$ cat src/rtl/alu_defs_pkg.sv
// Shared function codes and issue-FSM state encoding for the ALU issue controller,
// TotalALU and their benches.
package alu_defs_pkg;

   localparam logic [5:0] FN_SLL  = 6'd0;
   localparam logic [5:0] FN_MFHI = 6'd16;
   localparam logic [5:0] FN_MFLO = 6'd18;
   localparam logic [5:0] FN_DIVU = 6'd27;
   localparam logic [5:0] FN_ADD  = 6'd32;
   localparam logic [5:0] FN_SUB  = 6'd34;
   localparam logic [5:0] FN_AND  = 6'd36;
   localparam logic [5:0] FN_OR   = 6'd37;
   localparam logic [5:0] FN_SLT  = 6'd42;

   localparam logic [1:0] ST_IDLE = 2'd0;
   localparam logic [1:0] ST_EXEC = 2'd1;
   localparam logic [1:0] ST_DIV  = 2'd2;
   localparam logic [1:0] ST_RESP = 2'd3;

   // Codes that complete in a single ALU cycle (DIVU is handled separately).
   function automatic logic is_single_cycle(input logic [5:0] funct);
      case (funct)
         FN_SLL, FN_MFHI, FN_MFLO, FN_ADD, FN_SUB,
         FN_AND, FN_OR, FN_SLT: is_single_cycle = 1'b1;
         default:               is_single_cycle = 1'b0;
      endcase
   endfunction

endpackage

$ cat src/rtl/issue_cycle_counter.sv
// Loadable down-counter that times how long DIVU is held on the ALU Signal port.
// Saturates at zero; zero is flagged combinationally.
module issue_cycle_counter #(
   parameter int CW = 5
) (
   input  logic          clk,
   input  logic          reset,
   input  logic          load,
   input  logic [CW-1:0] load_val,
   input  logic          dec,
   output logic [CW-1:0] count,
   output logic          zero
);

   always_ff @(posedge clk or negedge reset) begin
      if (!reset) begin
         count <= '0;
      end else if (load) begin
         count <= load_val;
      end else if (dec && (count != '0)) begin
         count <= count - 1'b1;
      end
   end

   assign zero = (count == '0);

endmodule

$ cat src/rtl/alu_issue_ctrl.sv
// Issues one operation at a time to an external ALU, waits out DIVU, and returns
// single-cycle results through a valid/ready output port.
module alu_issue_ctrl
   import alu_defs_pkg::*;
#(
   parameter int DIV_CYCLES = 32,
   parameter int W          = 32
) (
   input  logic         clk,
   input  logic         reset,
   input  logic         in_valid,
   output logic         in_ready,
   input  logic [5:0]   in_funct,
   input  logic [W-1:0] in_a,
   input  logic [W-1:0] in_b,
   output logic [5:0]   alu_signal,
   output logic [W-1:0] alu_dataA,
   output logic [W-1:0] alu_dataB,
   input  logic [W-1:0] alu_out,
   output logic         res_valid,
   input  logic         res_ready,
   output logic [W-1:0] res_data,
   output logic         res_err,
   output logic [1:0]   dbg_state
);

   // Handshake: a transfer happens on a rising edge where valid and ready are both
   // high; valid is never withdrawn by this block until the transfer completes.

   localparam int CW = (DIV_CYCLES > 1) ? $clog2(DIV_CYCLES) : 1;

   logic [1:0]    state;
   logic [5:0]    op_funct;
   logic [W-1:0]  op_a;
   logic [W-1:0]  op_b;
   logic [W-1:0]  res_data_q;
   logic          res_err_q;
   logic          cnt_load;
   logic          cnt_dec;
   logic          cnt_zero;
   logic [CW-1:0] cnt_value;

   assign in_ready   = (state == ST_IDLE);
   assign res_valid  = (state == ST_RESP);
   assign res_data   = res_data_q;
   assign res_err    = res_err_q;
   assign dbg_state  = state;
   assign alu_signal = op_funct;
   assign alu_dataA  = op_a;
   assign alu_dataB  = op_b;

   assign cnt_load = in_ready && in_valid && (in_funct == FN_DIVU);
   assign cnt_dec  = (state == ST_DIV);

   issue_cycle_counter #(.CW(CW)) u_div_cnt (
      .clk      (clk),
      .reset    (reset),
      .load     (cnt_load),
      .load_val (CW'(DIV_CYCLES - 1)),
      .dec      (cnt_dec),
      .count    (cnt_value),
      .zero     (cnt_zero)
   );

   always_ff @(posedge clk or negedge reset) begin
      if (!reset) begin
         state      <= ST_IDLE;
         op_funct   <= FN_AND;
         op_a       <= '0;
         op_b       <= '0;
         res_data_q <= '0;
         res_err_q  <= 1'b0;
      end else begin
         case (state)
            ST_IDLE: begin
               if (in_valid) begin
                  if (in_funct == FN_DIVU || is_single_cycle(in_funct)) begin
                     op_funct <= in_funct;
                     op_a     <= in_a;
                     op_b     <= in_b;
                     state    <= (in_funct == FN_DIVU) ? ST_DIV : ST_EXEC;
                  end else begin
                     // Unknown code never reaches the ALU port; report it directly.
                     res_data_q <= '0;
                     res_err_q  <= 1'b1;
                     state      <= ST_RESP;
                  end
               end
            end
            ST_EXEC: begin
               res_data_q <= alu_out;
               res_err_q  <= 1'b0;
               state      <= ST_RESP;
            end
            ST_DIV: begin
               if (cnt_zero) state <= ST_IDLE;
            end
            ST_RESP: begin
               if (res_ready) state <= ST_IDLE;
            end
            default: state <= ST_IDLE;
         endcase
      end
   end

   logic unused_cnt;
   assign unused_cnt = ^cnt_value;

endmodule

$ cat config.mk
export PLATFORM = sky130hd
export DESIGN_NAME = alu_issue_ctrl
export DESIGN_NICKNAME = d
export VERILOG_FILES = /design/src/rtl/alu_defs_pkg.sv /design/src/rtl/issue_cycle_counter.sv /design/src/rtl/alu_issue_ctrl.sv
export SDC_FILE = /design/constraint.sdc
export NUM_CORES = 1
export LEC_CHECK = 0
export ABC_AREA = 1
export CORE_MARGIN = 8
export CORE_UTILIZATION = 46
export DETAILED_ROUTE_END_ITERATION = 8
export PLACE_DENSITY = 0.87
export SETUP_SLACK_MARGIN = 0.15
export SLEW_MARGIN = 20
export SYNTH_ARGS = -nofsm -noshare
export SYNTH_HDL_FRONTEND = slang
export SYNTH_SLANG_ARGS = --single-unit
$ cat constraint.sdc
create_clock -name clk -period 3.55 [get_ports clk]
set_clock_uncertainty 0.1 [all_clocks]
set_input_delay 1.065 -clock clk [delete_from_list [all_inputs] [get_ports clk]]
set_output_delay 1.065 -clock clk [all_outputs]
set_load 0.03 [all_outputs]
After elaboration in Yosys (flattened, before gate mapping)

Cells that the tools add are included.

Bits in registers: 110
Input bits: 106
Output and inout port bits: 107
Word-level logic and storage cells: 54

Add/sub/neg operators: 1
Equal/unequal tests: 15
Muxes and demuxes: 17
Reduce and logical (&&, ||, !) cells: 14

Operators by type and width:

| cell                  | number |
|---|---|
| $mux W32              | 2 |
| $pmux W32 S2          | 1 |
| $eq A6 B6 Y1 const B  | 5 |
| $eq A6 B5 Y1 const B  | 3 |
| $mux W2               | 5 |
| $mux W5               | 2 |
| $reduce_and A3 Y1     | 3 |
| $pmux W2 S4           | 1 |
| $reduce_or A8 Y1      | 1 |
| $logic_not A6 Y1      | 1 |
| $ne A2 B2 Y1 const B  | 3 |
| $logic_not A5 Y1      | 1 |
| $mux W1               | 5 |
| $reduce_bool A5 Y1    | 1 |
| $sub A5 B1 Y5 const B | 1 |
| $eq A2 B2 Y1 const B  | 2 |
| $reduce_bool A2 Y1    | 2 |
| $logic_and A1 B1 Y1   | 3 |
| $eq A2 B1 Y1 const B  | 1 |
| $logic_not A2 Y1      | 1 |
| $ne A2 B1 Y1 const B  | 1 |
| $pmux W1 S2           | 1 |
| $logic_or A1 B1 Y1    | 1 |

Depth between registers and ports, before layout

Gate-level depths: netlist (run 1).

Depth after elaboration: 9
Mapped depth: 10
Mapped depth without buffers: 10

Hierarchy

Synthesis (run 1) repeated with hierarchy kept, for this count alone.

Cells, all modules: 536
Area, all modules: 4,668.2 µm²

Modules (own cells, without submodules):

| module              | times used | cells an instance | area an instance (µm²) | sequential area each (µm²) |
|---|---|---|---|---|
| alu_issue_ctrl      | 1          | 490               | 4,332.9                | 2,630.0 |
| issue_cycle_counter | 1          | 46                | 335.3                  | 125.1 |

Worst setup path after synthesis (run 1)

OpenSTA, ideal clock, no wires.

Path type: register to output
From: register state[1], in the netlist dbg_state[1]
To: output port in_ready
Arrival: 940 ps
Data required time: 2,385 ps
Slack: 1,445 ps
Stages on the path, launching flop included: 2
Buffers on the path: 0
Path through: dfrtp_1 > nor2_2

Longest elaborated chain between the ends: 1

RTL lines:

| item                     | RTL line             | RTL |
|---|---|---|
| start: declaration       | alu_issue_ctrl.sv:32 | `logic [1:0] state;` |
| start signal: assignment | alu_issue_ctrl.sv:81 | `state <= (in_funct == FN_DIVU) ? ST_DIV : ST_EXEC;` |
| $logic_not A2 Y1         | alu_issue_ctrl.sv:43 | `assign in_ready = (state == ST_IDLE);` |
| end: declaration         | alu_issue_ctrl.sv:12 | `output logic in_ready,` |

No other way between the ends.

Worst setup path in the final report (run 1)

Same ends and word-level chain as after synthesis.

==> impl_metrics.py, run 1 <==
metrics = {
    "status": {
        "run_status": "finished, final reports clean",
    },
    "placement": {
        "post-place-cells": 849,
        "gp_congestion": 0.804,
        "port_buffers": 212,
        "dp_hpwl_um": 10800,
        "setup_ws_pre_cts_ps": 352,
    },
    "critical_path": {
        "critical_path_class": "reg -> out",
        "worst_setup_path_end_kind": "primary output",
        "crit_family": "buffers and inverters",
        "ff2ff_path_depth": 6,
        "worstPathBufferInverterCount": 1,
        "rr_endpoint": "alu_dataB[10]",
        "critPathArrivalTime_ps": 1780,
        "timing.critical_path.from": "dbg_state[1]",
        "cp_slowest_stage_delay_ps": 730,
        "worstPathMaxFanout": 6,
        "worst_reg2reg_path_startpoint": "dbg_state[1]",
        "internal_reg_to_reg_setup_slack_ps": 1410,
        "cp_cell_sequence": "nor2_2 -> clkdlybuf4s50_1",
        "cp.depth": 2,
        "critical-path-slowest-cell": "clkdlybuf4s50_1",
        "critPathRequiredTime_ps": 2380,
        "cp-endpoint": "in_ready",
        "startpoint_type": "register",
    },
    "logic_synthesis": {
        "netlist_instances": 524,
        "yosys-mux-area-fraction_pct": 0,
        "post_synth.cell_area_avg_um2": 9.26,
        "netlist_area_mm2": 0.00485,
        "post_synth_main_area_contributors": "dfrtp_1 56%, nand2_1 12%, nand3_1 11%",
        "yosys_warnings": 0,
        "post_synth_top_area_share_pct": 55.7,
        "ys_seq_elements": 110,
        "post_synthesis_simple_gate_area_fraction_pct": 35.3,
        "total_nets_after_synthesis": 631,
        "synth_top_cell_by_area": "dfrtp_1",
        "synth_seq_area_share_pct": 56.8,
        "synthesized_area_fraction_occupied_by_ao_oa_aoi_and_oai_cells_pct": 0.696,
        "post_synthesis_adder_cell_area_fraction_pct": 0.258,
        "xor_xnor_share_of_the_synthesized_area_pct": 0.180,
        "synth_cell_types": 24,
        "synth_top_family_by_area": "simple AND/OR/NAND/NOR gates",
    },
    "clocking": {
        "cts_root_buffer": "clkbuf_8",
        "cts_buffer_depth": 2,
        "tritoncts": "done",
        "ctsResizeCount": 0,
        "path_clk_slew_ps": 100,
        "post_cts.repair.setup_buffers": 0,
        "clock_latency_ps": 360,
        "ctsHoldBuffers": 0,
        "htree_levels": 3,
        "numCtsBuffers": 9,
        "cts_num_sinks": 110,
    },
    "detailed_routing": {
        "dr_total_vias": 4294,
        "wl_per_cell_um": 16.6,
        "final_antenna_net_count": 0,
        "detail_route.first_pass.iterations": 5,
        "postRouteWirelength_um": 14400,
        "detailedRoute.firstIterationViolations": 292,
        "drcViolationCount": 0,
        "vias_per_cell": 4.96,
    },
    "global_route": {
        "grtUsageTotal_pct": 20.3,
        "antenna_found_initial": 0,
        "first_pass_grt_wire_length_um": 23700,
        "number_of_global_route_vias_before_repair": 4618,
        "remaining_overflow_grt": 0,
        "largest_net_degree_at_the_start_of_global_routing": 58,
    },
    "cells_and_area": {
        "layout.cells.most_common": "clkdlybuf4s50_1",
        "layout_common_cells": "211 x clkdlybuf4s50_1, 156 x nand2_1, 108 x nand3_1, 108 x dfrtp_1, 72 x nand2_2",
        "antennaDiodeCount": 0,
        "post_layout_nonfiller_instances": 865,
        "post_route_cells_drive_above_1_share_pct": 15.2,
        "design.final.nets": 831,
        "area_delta_synth_final_pct": 48.3,
    },
    "pwr": {
        "powerDensity_mw_per_mm2": 955,
        "total_leakage_power_uw": 0.00347,
        "vdd_drop_max_uv": 572,
    },
    "floorplanning": {
        "die_outline_area_mm2": 0.0141,
        "overall_die_width_um": 119,
        "die_y_um": 119,
        "num_io_pins": 213,
        "floorplan.initialDensity_pct": 47.2,
        "core_area_mm2": 0.0103,
        "placement_row_count": 37,
    },
    "timing": {
        "timing.fmax_ghz": 0.340,
        "hold_viol_final": 0,
        "final-max-slew-violation-count": 0,
        "final_critical_path_setup_slack_ps": 606,
        "rsz0062_at_grt": "false",
        "final_period_minus_worst_setup_slack_ps": 2940,
        "period_share_pct": 82.9,
        "setup_viol": 0,
        "worst_pin_slew_ps": 835,
        "timing.slew.headroom_pct": 44.2,
        "setup_total_negative_slack_ps": 0,
    },
    "flow_run": {
        "drv_cap": 0,
    },
    "worst_hold_path": {
        "hold_path.class": "reg -> reg",
    },
}
==> synthesized netlist by cell type <==
library cell / count
nand2_4: 1
dfstp_2: 2
nand2_8: 1
a21oi_1: 2
nand3_4: 1
nand2_1: 156
o22ai_1: 1
clkbuf_1: 5
nand2_2: 72
nor2_1: 9
nand3_2: 2
inv_2: 5
buf_12: 7
nor2_2: 3
o211ai_1: 1
nand4_2: 1
nor3_1: 1
xnor2_1: 1
buf_2: 18
o21ai_0: 2
inv_1: 16
ha_1: 1
nand3_1: 108
dfrtp_1: 108
==> metrics by stage <==
stage                     hold WS (ps)  instance area, µm²  utilization (%)  power, µW
after floorplan                    349                4850                -       4450
after global placement             352                7000             68.1       6020
after detailed placement           355                7000             68.1       6160
after CTS                          372                7200             70.0       6940
after global routing               389                7200             70.0       7260
final                              368                7200             70.0       6870
==> final cells by class <==
type                       instances  area (µm²)
clock inverter                     5        57.6
timing repair buffer             219        2220
clock buffer                      11         141
sequential                       110        2760
tap                              136         170
multi-input combinational        363        1770
inverter                          21        78.8
fill                             809        3080
==> how the worst min path moves through the flow <==
stage / start / to / slack (ps) / depth (start not counted)
3_3_place_gp: alu_signal[5] / alu_signal[5] / 350 / 2
6_report: alu_signal[5] / alu_signal[5] / 370 / 2
4_1_cts: alu_signal[5] / alu_signal[5] / 370 / 2
5_1_grt: alu_signal[5] / alu_signal[5] / 390 / 2
3_5_place_dp: alu_signal[5] / alu_signal[5] / 360 / 2
2_1_floorplan: u_div_cnt.count[4] / u_div_cnt.count[4] / 350 / 2
==> power breakdown <==
group          total, µW  leakage [µW]  switching [µW]  internal, µW
combinational       3800       0.00196            2280          1520
clock                767      0.000104             419           348
sequential          2300       0.00140             429          1880
==> worst min-delay path, delay by kind of cell, from the launching register on <==
family | cells | cell delay [ps]
DFF | 1 | 390
and+or+nand+nor | 2 | 90
==> sequential cells by signal, indices dropped and copies added (netlist names) <==
register / flops
u_div_cnt.count: 5
res_err: 1
res_data: 32
alu_signal: 6
alu_dataA: 32
dbg_state: 2
alu_dataB: 32
==> metal layers <==
| metal | routed length [µm] | GRT usage, % |
|---|---|---|
| met3 | 1280 | 6.90 |
| met5 | 0 | 0 |
| met1 | 5820 | 23.8 |
| met4 | 361 | 7.67 |
| met2 | 6920 | 33.8 |
==> logic make-up (layout without fill, tap and decap cells) <==
logic type,count (synthesis),after routing
AOI/OAI and AO/OA,6,6
xor gates and xnor gates,1,1
DFF,110,110
and+or+nand+nor,355,355
buffers and inverters,51,256
adders and majority gates,1,1
Note: power is estimated with default switching activity, not from simulation.
==> run 2: changes to the inputs <==
- CORE_UTILIZATION: 46 -> 42
- PLACE_DENSITY: 0.87 -> 0.8
- clock period: 3.55 -> 2.9 ns (I/O delays scaled with it)
==> run 2 against run 1 <==
  * Combinational power rose by 22%
  * Power rose by 29%
  * Critical path depth fell by 1
  * First-iteration DRC count rose by 27%
  * Clock-buffer cell count did not move
  * Register-to-register slack got worse by 350 ps
  * Sequential power rose by 23%
  * Die area rose by 8.2%
  * Largest cell class unchanged
  * Highest routed layer unchanged
==> impl_metrics.py, run 2 (synthesis gave the netlist of run 1 again) <==
metrics = {
    "clocking": {
        "ctsHoldBuffers": 0,
        "post_cts.repair.setup_buffers": 0,
        "cts_buffer_depth": 2,
        "clock_latency_ps": 340,
        "path_clk_slew_ps": 70,
        "tritoncts": "done",
        "cts_root_buffer": "clkbuf_16",
        "ctsResizeCount": 0,
        "cts_num_sinks": 110,
        "numCtsBuffers": 9,
        "htree_levels": 3,
    },
    "critical_path": {
        "worstPathBufferInverterCount": 1,
        "cp_slowest_stage_delay_ps": 690,
        "startpoint_type": "register",
        "worst_setup_path_end_kind": "primary output",
        "cp_cell_sequence": "clkdlybuf4s50_1",
        "critical_path_class": "reg -> out",
        "worstPathMaxFanout": 2,
        "crit_family": "buffers and inverters",
        "critPathRequiredTime_ps": 1930,
        "critPathArrivalTime_ps": 1570,
        "critical-path-slowest-cell": "clkdlybuf4s50_1",
    },
    "timing": {
        "timing.slew.headroom_pct": 61.4,
        "timing.fmax_ghz": 0.393,
        "worst_pin_slew_ps": 580,
        "finalHoldWorstSlack_ps": 371,
        "rsz0062_at_grt": "false",
        "final-max-slew-violation-count": 0,
        "final_period_minus_worst_setup_slack_ps": 2540,
        "setup_viol": 0,
        "hold_viol_final": 0,
        "setup_total_negative_slack_ps": 0,
        "period_share_pct": 87.7,
    },
    "detailed_routing": {
        "detailedRoute.firstIterationViolations": 371,
        "final_antenna_net_count": 0,
        "detail_route.first_pass.iterations": 5,
        "vias_per_cell": 4.94,
        "drcViolationCount": 0,
        "dr_total_vias": 4329,
        "wl_per_cell_um": 16.5,
        "postRouteWirelength_um": 14400,
    },
    "global_route": {
        "remaining_overflow_grt": 0,
        "grtUsageTotal_pct": 18.9,
        "number_of_global_route_vias_before_repair": 4497,
        "antenna_found_initial": 0,
        "first_pass_grt_wire_length_um": 22900,
        "largest_net_degree_at_the_start_of_global_routing": 56,
    },
    "status": {
        "run_status": "finished, final reports clean",
    },
    "cells_and_area": {
        "layout.cells.most_common": "clkdlybuf4s50_1",
        "multi_input_comb_area_mm2": 0.00177,
        "post_route_cells_drive_above_1_share_pct": 15.7,
        "finalInstanceArea_mm2": 0.00738,
        "area_delta_synth_final_pct": 52.0,
        "layout_common_cells": "209 x clkdlybuf4s50_1, 156 x nand2_1, 108 x nand3_1, 108 x dfrtp_1, 72 x nand2_2",
        "antennaDiodeCount": 0,
        "area.sequential_mm2": 0.00276,
        "design.final.nets": 835,
        "num-fill-cells": 928,
    },
    "pwr": {
        "powerDensity_mw_per_mm2": 1200,
        "vdd_drop_max_uv": 811,
        "total_leakage_power_uw": 0.00358,
    },
    "floorplanning": {
        "die_outline_area_mm2": 0.0153,
        "core_area_mm2": 0.0114,
        "placement_row_count": 39,
        "overall_die_width_um": 123,
        "floorplan.initialDensity_pct": 42.7,
        "num_io_pins": 213,
        "die_y_um": 123,
    },
    "placement": {
        "port_buffers": 212,
        "gp_congestion": 0.838,
        "dp_hpwl_um": 10800,
        "postPlaceCellArea_mm2": 0.00705,
    },
    "flow_run": {
        "drv_cap": 0,
    },
    "worst_hold_path": {
        "hold_path.class": "reg -> reg",
    },
}
## run 2: cell count changes in the layout (fill, tap and decap cells not counted), sizes merged
| cell | delta |
|---|---|
| bufinv | +1 |
| clkinv | -1 |
| clkdlybuf4s50 | -2 |
| buf | +4 |
| dlymetal6s2s | +2 |
## run 2: power by group
group / switching, µW / internal, µW / leakage [µW]
registers: 541 / 2300 / 0.00140
logic: 2770 / 1880 / 0.00202
clock network: 562 / 785 / 0.000160
total: 3870 / 4960 / 0.00358
## run 2: layer usage
layer	GRT usage, %	vias to the layer above	wire [µm]	part of all wire, %
li1	-	2069	-	-
met1	22.6	2060	5830	40
met2	30.1	181	6670	46
met3	8.31	19	1680	12
met4	6.47	0	255	1.8
met5	0	-	0	0
## run 2: tightest hold or removal path: cells and delay by family, from the launching register on
family,cells,cell delay (ps)
flip-flops,1,380
AND/OR/NAND/NOR,2,90
## run 2: area by class of cell
type / instances / share of cell area [%]
flip-flops and latches: 110 / 37.3
well taps: 143 / 2.42
repair buffers: 223 / 30.8
clock buffers: 11 / 3.29
inverters: 21 / 1.07
clock inverters: 5 / 1.12
multi-input cells: 363 / 24.0
## run 2: metrics by stage
stage               power [µW]  util, %  std cells  setup slack [ps]
floorplan                 5440        -        524               990
global placement          7430     62.0        860               323
finish                    8840     64.9        876               356
global route              9340     64.9        876               312
detailed placement        7560     62.0        860               290
CTS                       8930     64.9        876               155
## run 2: worst paths after layout
kind / start / endpoint / slack [ps] / depth (start not counted)
max reg2reg: dbg_state[1] / alu_dataB[31] / 1060 / 6
max in group asynchronous: reset / alu_dataA[14] / 1610 / 2
max: alu_signal[5] / alu_signal[5] / 360 / 1
min reg2reg: alu_signal[5] / alu_signal[5] / 370 / 2
min in group asynchronous: reset / alu_signal[3] / 420 / 1
min: alu_signal[5] / alu_signal[5] / 370 / 2
